==> src/rtl/cr_tlvp2_split_core.sv <==
// TLV split core: parses an AXI4-stream frame of 64-bit words taken from a
// show-ahead ingress FIFO into TLVs. Each TLV is tagged with ordern, typen,
// sot and eot, then routed whole to the passthrough (PT) or user (USR) FIFO.
//
// ib_rdata layout (axi4s_dp_bus_t, packed):
//   [80:77] tuser, [76:73] tid, [72:65] tstrb, [64] tlast, [63:0] tdata
// pt/usr_ib_wdata layout (tlvp_if_bus_t, packed):
//   [OB_W-1:92] ordern, [91:84] typen, [83] sot, [82] eot, [81] insert,
//   [80:0] copy of the ingress word
module cr_tlvp2_split_core #(
    parameter logic [31:0] USR_TYPE_MASK      = 32'h0,
    parameter int          LEN_W              = 16,
    parameter int          TLVP_ORD_NUM_WIDTH = 4,
    localparam int         IB_W               = 81,
    localparam int         OB_W               = 92 + TLVP_ORD_NUM_WIDTH
) (
    input  logic            clk,
    input  logic            rst_n,
    input  logic            ib_empty,
    input  logic [IB_W-1:0] ib_rdata,
    output logic            ib_rd,
    input  logic            pt_ib_afull,
    output logic            pt_ib_wen,
    output logic [OB_W-1:0] pt_ib_wdata,
    input  logic            usr_ib_afull,
    output logic            usr_ib_wen,
    output logic [OB_W-1:0] usr_ib_wdata,
    output logic            bip2_err,
    output logic            len_err,
    output logic            trunc_err
);

    localparam logic [TLVP_ORD_NUM_WIDTH-1:0] ORD_ONE = TLVP_ORD_NUM_WIDTH'(1);
    localparam logic [TLVP_ORD_NUM_WIDTH-1:0] ORD_MAX = '1;

    typedef enum logic {
        ST_HDR  = 1'b0,
        ST_BODY = 1'b1
    } state_t;

    // BIP2: bit 0 is the parity of the even bits, bit 1 of the odd bits.
    function automatic logic [1:0] calc_bip2(input logic [63:0] d);
        logic [1:0] bip;
        bip = 2'b00;
        for (int i = 0; i < 32; i++) begin
            bip[0] = bip[0] ^ d[2*i];
            bip[1] = bip[1] ^ d[2*i+1];
        end
        return bip;
    endfunction

    state_t                        state_q, state_d;
    logic [LEN_W-1:0]              rem_q, rem_d;
    logic [TLVP_ORD_NUM_WIDTH-1:0] ord_q, ord_d;
    logic [7:0]                    typen_q, typen_d;
    logic                          dest_q, dest_d;
    logic                          pt_wen_q, pt_wen_d;
    logic                          usr_wen_q, usr_wen_d;
    logic [OB_W-1:0]               pt_wdata_q, pt_wdata_d;
    logic [OB_W-1:0]               usr_wdata_q, usr_wdata_d;
    logic                          bip2_err_q, bip2_err_d;
    logic                          len_err_q, len_err_d;
    logic                          trunc_err_q, trunc_err_d;

    logic [63:0]      word_data;
    logic             word_last;
    logic [LEN_W-1:0] hdr_len;
    logic             is_hdr;
    logic             len_zero;
    logic             len_one;
    logic             bip_bad;
    logic [7:0]       cur_typen;
    logic             cur_dest;
    logic             tlv_end;
    logic             word_eot;
    logic [OB_W-1:0]  out_word;

    // Either almost-full stalls the whole block, whichever FIFO the TLV targets.
    assign ib_rd = ~ib_empty & ~pt_ib_afull & ~usr_ib_afull;

    assign word_data = ib_rdata[63:0];
    assign word_last = ib_rdata[64];
    assign hdr_len   = word_data[8 +: LEN_W];
    assign is_hdr    = (state_q == ST_HDR);
    assign len_zero  = (hdr_len == '0);
    assign len_one   = (hdr_len <= LEN_W'(1));
    assign bip_bad   = (word_data[63:62] != calc_bip2({2'b00, word_data[61:0]}));
    assign cur_typen = is_hdr ? word_data[7:0] : typen_q;
    assign cur_dest  = is_hdr ? USR_TYPE_MASK[word_data[4:0]] : dest_q;
    // A zero-length header is handled as a single-word TLV.
    assign tlv_end   = is_hdr ? len_one : (rem_q == LEN_W'(1));
    assign word_eot  = tlv_end | word_last;
    assign out_word  = {ord_q, cur_typen, is_hdr, word_eot, 1'b0, ib_rdata};

    // Next-state: parse the popped word, tag it and pick its destination.
    always_comb begin
        state_d     = state_q;
        rem_d       = rem_q;
        ord_d       = ord_q;
        typen_d     = typen_q;
        dest_d      = dest_q;
        pt_wen_d    = 1'b0;
        usr_wen_d   = 1'b0;
        pt_wdata_d  = pt_wdata_q;
        usr_wdata_d = usr_wdata_q;
        bip2_err_d  = 1'b0;
        len_err_d   = 1'b0;
        trunc_err_d = 1'b0;
        if (ib_rd) begin
            if (cur_dest) begin
                usr_wen_d   = 1'b1;
                usr_wdata_d = out_word;
            end else begin
                pt_wen_d   = 1'b1;
                pt_wdata_d = out_word;
            end
            bip2_err_d  = is_hdr & bip_bad;
            len_err_d   = is_hdr & len_zero;
            trunc_err_d = word_last & ~tlv_end;
            if (is_hdr) begin
                typen_d = word_data[7:0];
                dest_d  = USR_TYPE_MASK[word_data[4:0]];
                rem_d   = len_one ? '0 : hdr_len - LEN_W'(1);
            end else begin
                rem_d = rem_q - LEN_W'(1);
            end
            state_d = word_eot ? ST_HDR : ST_BODY;
            // Frame end restarts numbering; otherwise count TLVs, saturating.
            if (word_last) begin
                ord_d = ORD_ONE;
            end else if (tlv_end && (ord_q != ORD_MAX)) begin
                ord_d = ord_q + ORD_ONE;
            end
        end
    end

    // State and output registers; reset drops all parse context at once.
    always_ff @(posedge clk or negedge rst_n) begin
        if (!rst_n) begin
            state_q     <= ST_HDR;
            rem_q       <= '0;
            ord_q       <= ORD_ONE;
            typen_q     <= '0;
            dest_q      <= 1'b0;
            pt_wen_q    <= 1'b0;
            usr_wen_q   <= 1'b0;
            pt_wdata_q  <= '0;
            usr_wdata_q <= '0;
            bip2_err_q  <= 1'b0;
            len_err_q   <= 1'b0;
            trunc_err_q <= 1'b0;
        end else begin
            state_q     <= state_d;
            rem_q       <= rem_d;
            ord_q       <= ord_d;
            typen_q     <= typen_d;
            dest_q      <= dest_d;
            pt_wen_q    <= pt_wen_d;
            usr_wen_q   <= usr_wen_d;
            pt_wdata_q  <= pt_wdata_d;
            usr_wdata_q <= usr_wdata_d;
            bip2_err_q  <= bip2_err_d;
            len_err_q   <= len_err_d;
            trunc_err_q <= trunc_err_d;
        end
    end

    assign pt_ib_wen    = pt_wen_q;
    assign pt_ib_wdata  = pt_wdata_q;
    assign usr_ib_wen   = usr_wen_q;
    assign usr_ib_wdata = usr_wdata_q;
    assign bip2_err     = bip2_err_q;
    assign len_err      = len_err_q;
    assign trunc_err    = trunc_err_q;

endmodule

==> config.mk <==
export PLATFORM = sky130hd
export DESIGN_NAME = cr_tlvp2_split_core
export DESIGN_NICKNAME = d
export VERILOG_FILES = /design/src/rtl/cr_tlvp2_split_core.sv
export SDC_FILE = /design/constraint.sdc
export NUM_CORES = 1
export LEC_CHECK = 0
export BUFFER_PORTS_ARGS = -buffer_cell sky130_fd_sc_hd__buf_4
export CAP_MARGIN = 25
export CORE_ASPECT_RATIO = 0.5
export CORE_UTILIZATION = 32
export CTS_BUF_LIST = sky130_fd_sc_hd__clkbuf_2
export CTS_CLUSTER_SIZE = 30
export DETAILED_ROUTE_END_ITERATION = 8
export PLACE_DENSITY_LB_ADDON = 0.15
export SYNTH_ARGS = -nofsm -noshare
export SYNTH_HDL_FRONTEND = slang
export SYNTH_SLANG_ARGS = --single-unit
==> constraint.sdc <==
create_clock -name clk -period 6.01 [get_ports clk]
set_clock_uncertainty 0.15 [all_clocks]
set_input_delay 0.3005 -clock clk [delete_from_list [all_inputs] [get_ports clk]]
set_output_delay 0.3005 -clock clk [all_outputs]
set_load 0.05 [all_outputs]
Yosys cells after proc, flatten, opt, wreduce, memory -nomap -nowiden
Memories as Yosys holds them, arrays and structs flattened.
Index checks and enable logic that the tools add are counted.
- add/subtract/negate cells: 3
- multipliers: 0
- div/mod/pow operators: 0
- order comparisons: 2
- equality and inequality tests: 3
- shift-type cells: 0
- multiplexer cells: 16
- bitwise logic cells: 72
- reduce and logical (&&, ||, !) cells: 6
- operator list (cell ; count):
    1-bit XOR ; 60
    16-bit two-way mux ; 2
    16-bit by 1-bit subtractor with 16-bit output (second input constant) ; 2
    16-bit by 1-bit == test with 1-bit output (second input constant) ; 1
    16-bit by 1-bit <= comparator with 1-bit output (second input constant) ; 1
    16-bit zero test ; 1
    1-bit two-way mux ; 11
    4-bit two-way mux ; 2
    8-bit two-way mux ; 1
    5-bit by 6-bit less-than comparator with 1-bit output (second input constant) ; 1
    1-bit NOT ; 6
    2-bit AND reduction ; 3
    1-bit AND ; 5
    4-bit by 1-bit adder with 4-bit output (second input constant) ; 1
    4-bit != test (second input constant) ; 1
    2-bit != test ; 1
    2-bit nonzero test ; 1
    1-bit logical AND ; 1
    1-bit bitwise OR ; 1
- flip-flop bits (word level): 225
- latch bits: 0
- RAM bits: 0
- bits in read-only memories: 32
- output and inout bits: 198
- word-level logic and storage cells: 115
- memories kept: 1
- memories (memory ; depth ; width ; read ports ; clocked after memory_dff ; write ports ; RTL line ; RTL):
    (no name shown) ; 32 ; 1 ; 1 ; 0 ; 0 ; 122 ; dest_d = USR_TYPE_MASK[word_data[4:0]];

Depth between registers and ports, before layout
Gate-level depths: netlist of run 1.
- depth after elaboration: 33
- mapped depth: 9

Least setup slack after synthesis of run 1
OpenSTA, ideal clock, no wires.
- path type: in2reg
- from: in pt_ib_afull
- to: reg usr_wdata_q[66], in the netlist usr_ib_wdata[66]
- setup time: 125 ps
- arrival: 1856 ps
- setup slack: 3879 ps
- stages: 8
- path buffers: 4
- cells stage by stage: or3_1 -> clkbuf_1 -> inv_1 -> and3_1 -> buf_2 -> buf_2 -> buf_2 -> mux2_2
- word-level cells in the longest chain between the ends: 4
- RTL lines (what ; RTL line ; RTL):
    start: declaration ; 22 ; input logic pt_ib_afull,
    1-bit NOT ; 79 ; assign ib_rd = ~ib_empty & ~pt_ib_afull & ~usr_ib_afull;
    1-bit AND (2 in a row) ; 79 ;
    2-bit AND reduction (no source line) ; n/a ;
    end signal: assignment ; 161 ; usr_wdata_q <= usr_wdata_d;
    end: declaration ; 60 ; logic [OB_W-1:0] usr_wdata_q, usr_wdata_d;
No other way between the ends.
A chain may end at the register's enable or synchronous reset.

Final worst setup path of run 1
- from: in usr_ib_afull
- to: reg usr_wdata_q[64], in the netlist usr_ib_wdata[64]
- word-level cells in the longest chain between the ends: 3
- RTL lines (what ; RTL line ; RTL):
    start: declaration ; 25 ; input logic usr_ib_afull,
    1-bit NOT ; 79 ;
    1-bit AND ; 79 ;
    2-bit AND reduction (no source line) ; n/a ;
No other way between the ends.

==> run_results.csv, run 1 <==
group,metric,value,unit
run_status,status,"completed",
global_routing,grt_pass1_vias,8150,
final_layout,fillers,2729,
global_routing,antenna_found_initial,1,
floorplanning,pin_count,284,
floorplanning,start_util,33.1,%
routing,wl_per_cell,18.3,um
clock_tree,cts_tree,"done",
synthesis,synth_edf_count,0,
floorplanning,coreArea,0.0295,mm2
clock_tree,cts_setup_buffers,0,
global_routing,overflow,0,
clock_tree,cts_root_buffer,"clkbuf_2",
global_routing,grt_pass1_wl,46000,um
pwr,peakVddDrop,0.144,mV
clock_tree,path_clk_slew,0.10,ns
clock_tree,numClockSinks,225,
routing,drcViolationCount,0,
pwr,seqPwrFrac,44.5,%
global_routing,grt.total_usage,18.8,%
floorplanning,die_x,249,um
floorplanning,dieHeight,126,um
setup_path,arrival,4.13,ns
sta,rsz0062_at_grt,"no",
sta,maxSlewViolCount,0,
synthesis,ys_types,54,
sta,setup_ws,2.49,ns
global_routing,grt_max_degree,114,
routing,ant_nets,0,
sta,fin_crit_sh,58.6,%
synthesis,synth_cells,718,
final_layout,final_nets,1258,
sta,hold_viol_final,0,
placed_design,dp_slack,2.61,ns
floorplanning,design.die.area,0.0313,mm2
pwr,p_int,0.00258,W
setup_path,crit_path_max_incr_delay,0.59,ns
pwr,p_switching,0.00159,W
placed_design,dp_hpwl,19300,um
pwr,p_per_area,293,mW/mm2
setup_path,critPathSlowestCell,"and3_4",
placed_design,place.gp.congestion,0.774,
sta,worst_pin_slew,1.05,ns
setup_path,end_kind,"register",
setup_path,start_kind,"input pin",
routing,avgViaCountPerCell,4.67,
sta,tns,0,ns
pwr,leakage,6.73,nW
clock_tree,numCtsBuffers,53,
synthesis,synth-warning-count,0,
setup_path,critPathKind,"in -> reg",
final_layout,utilization,48.1,%
setup_path,crit_fanout,37,
synthesis,async_reset_ff_share,100,%
final_layout,finalNonFillerCells,1588,
routing,wl,29100,um
synthesis,syn_area_per_cell,13.6,um2
synthesis,syn_area,0.00977,mm2
setup_path,path_cells,"dlygate4sd3_1 -> buf_4 -> or3_1 -> dlygate4sd3_1 -> buf_4 -> inv_1 -> and3_4 -> buf_4 -> mux2_2",
placed_design,numPortBuffers,281,
floorplanning,rows,44,
clock_tree,cts.htree.levels,2,
routing,firstDrtPassIters,4,
flow_run,drv_cap,0,
synthesis,synth_seq_cells,225,
pwr,p_sw_share,38.1,%
sta,period_needed,3.52,ns
synthesis,synth_flop_cell,"dfrtp_1",
pwr,pwr-share-comb,31.7,%
setup_path,worst_path_most_repeated_cell,"buf_4",
clock_tree,clk_latency,0.85,ns
min_path,hp-class,"in -> reg",
final_layout,drive_gt1_share,47.2,%
routing,via_count,7410,
synthesis,ys_seq_area_share,57.6,%
final_layout,area_delta_synth_final,45.2,%
clock_tree,hold_buffers,146,
pwr,clock_power_share,23.8,%
setup_path,required,6.62,ns
sta,setup_viol,0,
clock_tree,cts_buffer_depth,3,
placed_design,dp_cells,1356,
routing,drt_iter0_markers,366,
clock_tree,ctsResizeCount,0,
sta,fmax,284,MHz
sta,slew-limit-headroom,30.3,%
==> power by group through the flow <==
stage,sequential [W],combinational (W),clock [W]
finish,0.00185,0.00132,0.000993
global route,0.00188,0.00139,0.00113
CTS,0.00185,0.00133,0.00105
detailed placement,0.00188,0.00125,0
global placement,0.00187,0.00124,0
floorplan,0.00229,0.000394,0
==> sequential cells by signal (all words and copies together), names as in the netlist <==
signal        flops
pt_ib_wdata      95
usr_ib_wdata     95
rem_q            16
typen_q           8
ord_q             4
bip2_err          1
dest_q            1
len_err           1
pt_ib_wen         1
state_q           1
trunc_err         1
usr_ib_wen        1
==> path summary, 6_finish.rpt <==
| kind | startpoint | to | slack (ns) | cells after the start |
|---|---|---|---|---|
| max in group asynchronous | rst_n | pt_ib_wdata[18]$_DFFE_PN0P_ | 4.48 | 4 |
| worst min register to register | usr_ib_wdata[84]$_DFFE_PN0P_ | usr_ib_wdata[84]$_DFFE_PN0P_ | 0.36 | 1 |
| worst min-delay path | ib_rdata[32] | pt_ib_wdata[32]$_DFFE_PN0P_ | 0.12 | 3 |
| worst max-delay path | usr_ib_afull | usr_ib_wdata[64]$_DFFE_PN0P_ | 2.49 | 9 |
| worst max register to register | state_q$_DFFE_PN0P_ | rem_q[4]$_DFFE_PN0P_ | 2.91 | 5 |
| min in group asynchronous | rst_n | usr_ib_wdata[10]$_DFFE_PN0P_ | 0.32 | 3 |
==> cells by family after synthesis <==
family / count (synthesis) / synth area share (%)
flip-flops: 225 / 57.6
multiplexers: 199 / 22.8
AND/OR/NAND/NOR: 101 / 5.21
XOR/XNOR: 74 / 6.63
AO/OA/AOI/OAI: 65 / 4.69
buffers and inverters: 48 / 2.38
adder cells (fa/ha/maj): 5 / 0.640
other: 1 / 0.0384
==> layer usage <==
layer | global-route usage, % | share of wire [%] | vias to the layer above
met5 | 0 | 0 | -
met4 | 8.71 | 3.5 | 0
met3 | 4.21 | 4.6 | 63
met2 | 32.2 | 50 | 182
met1 | 22.7 | 42 | 3706
li1 | - | - | 3459
==> synthesized netlist by cell type (2+ instances only) <==
| cell | count | area (um2) |
|---|---|---|
| inv_1 | 7 | 26.3 |
| a22oi_1 | 7 | 52.6 |
| mux2i_1 | 12 | 120 |
| a31oi_1 | 4 | 25.0 |
| and3_1 | 3 | 18.8 |
| nor4_1 | 7 | 43.8 |
| and2_1 | 3 | 18.8 |
| nor2_1 | 27 | 101 |
| buf_4 | 3 | 22.5 |
| nand2_1 | 27 | 101 |
| nand3_1 | 7 | 35.0 |
| o21ai_0 | 9 | 45.0 |
| o21a_1 | 2 | 15.0 |
| o221ai_1 | 6 | 52.6 |
| a21oi_1 | 16 | 80.1 |
| a211o_1 | 2 | 17.5 |
| or3_1 | 4 | 25.0 |
| mux2_2 | 187 | 2110 |
| ha_1 | 5 | 62.6 |
| a21boi_0 | 2 | 15.0 |
| nor3_1 | 13 | 65.1 |
| o31ai_1 | 2 | 15.0 |
| o211ai_1 | 2 | 15.0 |
| dfrtp_1 | 224 | 5610 |
| xor2_1 | 12 | 105 |
| a41oi_1 | 2 | 17.5 |
| buf_2 | 27 | 135 |
| xnor2_1 | 62 | 543 |
| clkbuf_1 | 9 | 33.8 |
==> cell type report <==
| class | count | area, um2 | area share (%) |
|---|---|---|---|
| well taps | 391 | 489 | 3.45 |
| clock inverters | 11 | 73.8 | 0.520 |
| clock buffers | 73 | 365 | 2.57 |
| flip-flops and latches | 225 | 5630 | 39.7 |
| inverters | 7 | 26.3 | 0.185 |
| repair buffers | 434 | 3670 | 25.9 |
| diodes | 1 | 2.50 | 0.0176 |
| multi-input cells | 446 | 3930 | 27.7 |
==> per-stage QoR <==
step                hold WS [ns]  area [um2]  power [W]
floorplan                 -0.145        9780    0.00268
global placement           0.295       12200    0.00311
detailed placement         0.294       12200    0.00313
CTS                     0.000174       14200    0.00423
global route             0.00710       14200    0.00440
finish                     0.117       14200    0.00416
==> placed cells by master, fill, tap and decap left out, types with 9 or more instances in the layout <==
master	instances
buf_4	285
dfrtp_1	224
mux2_2	187
dlygate4sd3_1	145
clkbuf_2	73
xnor2_1	62
nor2_1	27
nand2_1	27
a21oi_1	15
nor3_1	13
xor2_1	12
mux2i_1	12
o21ai_0	9
==> critical path: cells and delay by family <==
kind,cells,cell delay [ns]
buffers and inverters,6,2.51
multiplexers,1,0.40
AND/OR/NAND/NOR,2,0.89
No activity file was read; power rests on OpenSTA's default activity.
==> run 2, diff against run 1 <==
ABC_AREA = 1   (was unset)
clock period = 2.9 ns   (was 6.01 ns; I/O delays follow)
==> run_results.csv, run 2 <==
group,metric,value,unit
setup_path,worst_path_most_repeated_cell,"dlygate4sd3_1",
global_routing,grt_pass1_vias,9653,
synthesis,synth-warning-count,0,
routing,drcViolationCount,0,
global_routing,grt_max_degree,78,
setup_path,worstSetupStartpoint,"ib_rdata[9]",
pwr,seqPwrFrac,38.8,%
synthesis,post-synth-top-count-cell,"nand2_1",
synthesis,synth_top_family_by_area,"simple AND/OR/NAND/NOR gates",
pwr,p_sw_share,44.6,%
floorplanning,design.die.area,0.0325,mm2
sta,tns,0,ns
clock_tree,clk_latency,0.89,ns
routing,wl,33900,um
pwr,peakVddDrop,0.304,mV
min_path,hold_start,"ib_rdata[17]",
setup_path,r2r-start,"state_q$_DFFE_PN0P_",
sta,fmax,367,MHz
clock_tree,cts_tree,"done",
placed_design,numPortBuffers,281,
sta,worst_pin_slew,0.543,ns
synthesis,ys_seq_area_share,55.5,%
min_path,hold_path_depth,4,
synthesis,ys_types,44,
placed_design,place.gp.congestion,0.836,
pwr,p_int,0.00590,W
run_status,status,"completed",
setup_path,reg2reg_depth,11,
placed_design,dp_hpwl,23400,um
setup_path,crit_path_max_incr_delay,0.57,ns
sta,fin_crit_sh,94.0,%
floorplanning,die_x,254,um
floorplanning,dieHeight,128,um
pwr,p_switching,0.00475,W
synthesis,synth_flop_cell,"dfrtp_1",
clock_tree,path_clk_slew,0.12,ns
synthesis,syn_area,0.0102,mm2
final_layout,final_nets,1778,
synthesis,synth_fa_ha_area_share,0.616,%
synthesis,synth_top_area_share,55.2,%
final_layout,finalNonFillerCells,2155,
pwr,p_per_area,709,mW/mm2
synthesis,synth_seq_cells,225,
setup_path,path_cells,"dlygate4sd3_1 -> buf_4 -> dlygate4sd3_1 -> inv_1 -> ha_1 -> xor2_1 -> dlygate4sd3_1 -> nand2_1 -> dlygate4sd3_1 -> a22oi_1",
synthesis,ys_top_cells_by_area,"dfrtp_1 (55%), nand2_1 (15%), o21ai_1 (8.7%), inv_1 (4.2%), nand3_1 (2.2%)",
global_routing,antenna_found_initial,2,
routing,ant_nets,0,
min_path,hp-class,"in -> reg",
clock_tree,cts_setup_buffers,0,
placed_design,dp_cells,1882,
synthesis,async_reset_ff_share,100,%
routing,drt_iter0_markers,553,
flow_run,drv_cap,0,
sta,setup_viol,0,
sta,hold_viol_final,0,
synthesis,synthTopCellsByCount,"nand2_1 (419), dfrtp_1 (224), o21ai_1 (177)",
synthesis,syn_area_per_cell,8.37,um2
clock_tree,cts.htree.levels,2,
global_routing,overflow,0,
clock_tree,numClockSinks,225,
synthesis,yosys.area_share.simple,21.4,%
sta,period_needed,2.73,ns
setup_path,timing.rr.end,"ord_q[2]$_DFFE_PN0P_",
sta,maxSlewViolCount,0,
final_layout,area_delta_synth_final,47.9,%
setup_path,critPathKind,"in -> reg",
routing,firstDrtPassIters,5,
synthesis,synth_edf_count,0,
clock_tree,numCtsBuffers,53,
sta,rsz0062_at_grt,"no",
floorplanning,pin_count,284,
final_layout,final_common_cell,"nand2_1",
setup_path,arrival,3.38,ns
setup_path,rrSetupSlack,0.28,ns
setup_path,crit_fanout,6,
setup_path,critPathSlowestCell,"dlygate4sd3_1",
setup_path,start_kind,"input pin",
pwr,clock_power_share,20.7,%
floorplanning,rows,45,
clock_tree,ctsResizeCount,0,
global_routing,grt_pass1_wl,53200,um
min_path,hold_path_end,"usr_ib_wdata[17]$_DFFE_PN0P_",
synthesis,synth_cells,1213,
routing,via_count,9838,
synthesis,synth_compound_gate_area_share,12.2,%
final_layout,layout_common_cells,"nand2_1 (419), buf_4 (292), dfrtp_1 (224)",
setup_path,end_kind,"register",
routing,wl_per_cell,15.7,um
synthesis,synth_xor_area_share,2.76,%
clock_tree,cts_root_buffer,"clkbuf_2",
clock_tree,cts_buffer_depth,3,
synthesis,yosysTopAreaCell,"dfrtp_1",
sta,slew-limit-headroom,63.5,%
floorplanning,start_util,33.0,%
pwr,pwr-share-comb,40.5,%
routing,avgViaCountPerCell,4.57,
final_layout,drive_gt1_share,24.4,%
floorplanning,coreArea,0.0307,mm2
clock_tree,hold_buffers,173,
setup_path,required,3.55,ns
synthesis,synth.area.mux_share,0,%
pwr,leakage,7.92,nW
global_routing,grt.total_usage,21.0,%
-- run 2: cells by family after synthesis --
family / Yosys count
other: 1
XOR/XNOR: 32
buffers and inverters: 186
AND/OR/NAND/NOR: 529
AO/OA/AOI/OAI: 235
adder cells (fa/ha/maj): 5
flip-flops: 225
-- run 2: layout make-up --
class | instances | area [um2]
Clock inverter | 21 | 116
Antenna cell | 1 | 2.50
Multi-Input combinational cell | 803 | 3760
Tap cell | 423 | 529
Fill cell | 3009 | 15700
Inverter | 132 | 510
Timing Repair Buffer | 472 | 4080
Clock buffer | 78 | 390
Sequential cell | 225 | 5630
-- run 2: worst max-delay path by stage --
stage | to | slack [ns] | depth (start not counted)
2_1_floorplan | rem_q[14]$_DFFE_PN0P_ | 1.09 | 11
3_3_place_gp | rem_q[14]$_DFFE_PN0P_ | 0.78 | 11
3_5_place_dp | rem_q[14]$_DFFE_PN0P_ | 0.73 | 11
4_1_cts | rem_q[2]$_DFFE_PN0P_ | 0.26 | 10
5_1_grt | ord_q[2]$_DFFE_PN0P_ | 0.04 | 11
6_report | rem_q[2]$_DFFE_PN0P_ | 0.17 | 10
-- run 2: power groups by stage --
stage	clock network, W	registers (W)	logic, W
6_report	0.00220	0.00414	0.00431
5_1_grt	0.00246	0.00421	0.00459
4_1_cts	0.00229	0.00414	0.00434
3_5_place_dp	0	0.00420	0.00413
3_3_place_gp	0	0.00418	0.00410
2_1_floorplan	0	0.00593	0.000933
-- run 2: worst max-delay path: cells and delay by family --
family          cells  cell delay (ns)
fa+ha+maj           1             0.30
simple gates        1             0.05
buf+inv             6             2.58
compound gates      1             0.15
xor+xnor            1             0.15
-- run 2: layer usage --
layer	part of all wire, %	GRT usage (%)
met1	45	28.0
met2	48	34.6
met3	4.0	3.82
met4	2.5	6.87
met5	0	0
-- run 2: metrics by stage --
step	setup WS, ns	utilization, %	power, W	instance area [um2]	hold slack (ns)
4_1_cts	0.262	48.8	0.0108	15000	0.00530
3_5_place_dp	0.728	41.5	0.00833	12800	0.0386
2_1_floorplan	1.09	-	0.00686	10200	-0.301
3_3_place_gp	0.779	41.5	0.00828	12800	0.0299
6_report	0.174	48.8	0.0107	15000	0.0801
5_1_grt	0.0352	48.8	0.0113	15000	0.0207
==> run 3, diff against run 2 <==
RECOVER_POWER = 100   (was unset)
==> run_results.csv, run 3 (synthesis gave the netlist of run 2 again) <==
group,metric,value,unit
routing,maxUsedRoutingLayer,"met4",
floorplanning,coreArea,0.0307,mm2
setup_path,arrival,3.47,ns
sta,period_needed,2.81,ns
pwr,seqPwrFrac,40.7,%
routing,wl,34000,um
routing,wl_met3,1440,um
floorplanning,die_x,254,um
global_routing,grt_pass1_vias,9653,
global_routing,grt.total_usage,21.0,%
pwr,p_switching,0.00473,W
pwr,clock_power_share,21.8,%
final_layout,fillers,3234,
sta,setup_viol,0,
sta,fin_crit_sh,96.9,%
sta,tns,0,ns
final_layout,layout_common_cells,"nand2_1 (420), dfrtp_1 (224), clkbuf_1 (204)",
routing,via_count,9804,
placed_design,numPortBuffers,281,
routing,wl_per_cell,15.8,um
floorplanning,pin_count,284,
global_routing,grt_pass1_wl,53200,um
routing,firstDrtPassIters,5,
sta,hold_viol_final,0,
sta,rsz0062_at_grt,"no",
global_routing,antenna_found_initial,2,
floorplanning,dieHeight,128,um
sta,worst_pin_slew,1.24,ns
routing,avgViaCountPerCell,4.55,
pwr,leakage,7.08,nW
clock_tree,cts_tree,"done",
pwr,peakVddDrop,0.279,mV
sta,slew-limit-headroom,17.4,%
final_layout,drive_gt1_share,12.2,%
clock_tree,cts.htree.levels,2,
clock_tree,cts_root_buffer,"clkbuf_2",
clock_tree,cts_setup_buffers,0,
clock_tree,cts_buffer_depth,3,
min_path,hp-class,"in -> reg",
setup_path,required,3.57,ns
pwr,p_per_area,716,mW/mm2
placed_design,dp_hpwl,23400,um
routing,wl_met1,15500,um
final_layout,area_delta_synth_final,39.3,%
floorplanning,start_util,33.0,%
sta,maxSlewViolCount,0,
clock_tree,path_clk_slew,0.11,ns
setup_path,critPathKind,"in -> reg",
routing,drcViolationCount,0,
routing,wl_met2,16200,um
sta,fmax,356,MHz
routing,drt_iter0_markers,545,
pwr,p_sw_share,46.7,%
setup_path,end_kind,"register",
final_layout,final_common_cell,"nand2_1",
floorplanning,rows,45,
clock_tree,clk_latency,0.90,ns
floorplanning,design.die.area,0.0325,mm2
placed_design,place.gp.congestion,0.836,
global_routing,grt_max_degree,78,
clock_tree,numCtsBuffers,53,
setup_path,crit_fanout,7,
final_layout,final_nets,1778,
pwr,p_int,0.00540,W
sta,holdWs,0.107,ns
global_routing,overflow,0,
routing,ant_nets,0,
final_layout,utilization,46.0,%
clock_tree,numClockSinks,225,
setup_path,start_kind,"input pin",
flow_run,drv_cap,0,
run_status,status,"completed",
pwr,pwr-share-comb,37.5,%
-- run 3: critical path, cell delays in order --
cell,delay (ns)
dlygate4sd3_1,0.53
buf_4,0.11
dlygate4sd3_1,0.54
inv_1,0.13
ha_1,0.27
o211ai_1,0.32
nand2_1,0.24
inv_1,0.27
dlygate4sd3_1,0.66
a32oi_1,0.06
o21ai_0,0.19
-- run 3: power groups by stage --
stage	sequential, W	clock [W]	combinational [W]
4_1_cts	0.00414	0.00229	0.00434
2_1_floorplan	0.00593	0	0.000933
5_1_grt	0.00420	0.00246	0.00406
3_5_place_dp	0.00420	0	0.00413
3_3_place_gp	0.00418	0	0.00410
6_report	0.00412	0.00221	0.00380
-- run 3: repair_timing --
item | 4_1_cts | 5_1_grt
endpoints found under the hold margin | 440 | 0
hold buffers | 173 | 0
gates resized for setup | 0 | 0
-- run 3: metrics by stage --
step	setup slack, ns	cell area [um2]	instances	total power, W
final	0.0905	14100	2155	0.0101
after global routing	0.0267	14100	2155	0.0107
after CTS	0.262	15000	2154	0.0108
after detailed placement	0.728	12800	1882	0.00833
after global placement	0.779	12800	1882	0.00828
after floorplan	1.09	10200	1214	0.00686
-- run 3: worst paths after layout --
path                                        start                      endpoint  slack [ns]  cells past startpoint
setup / recovery                      ib_rdata[9]          rem_q[8]$_DFFE_PN0P_        0.09                     11
hold / removal                       ib_rdata[17]  usr_ib_wdata[17]$_DFFE_PN0P_        0.11                      4
setup reg to reg              state_q$_DFFE_PN0P_          ord_q[2]$_DFFE_PN0P_        0.22                     11
hold reg to reg            typen_q[6]$_DFFE_PN0P_        typen_q[6]$_DFFE_PN0P_        0.33                      2
max in group asynchronous                   rst_n   pt_ib_wdata[37]$_DFFE_PN0P_        0.68                      4
min in group asynchronous                   rst_n   pt_ib_wdata[23]$_DFFE_PN0P_        0.73                      4
-- run 3: cell type report --
type | instances | area (um2) | share of cell area [%]
Clock inverter | 21 | 116 | 0.823
Clock buffer | 78 | 390 | 2.76
Inverter | 132 | 510 | 3.61
Timing Repair Buffer | 472 | 3210 | 22.7
Sequential cell | 225 | 5630 | 39.8
Antenna cell | 1 | 2.50 | 0.0177
Tap cell | 423 | 529 | 3.74
Multi-Input combinational cell | 803 | 3750 | 26.5
-- run 3: metal layers --
| layer | GRT usage [%] | vias up |
|---|---|---|
| met5 | 0 | - |
| met4 | 6.87 | 0 |
| met3 | 3.82 | 69 |
| li1 | - | 4821 |
| met2 | 34.6 | 218 |
| met1 | 28.0 | 4696 |
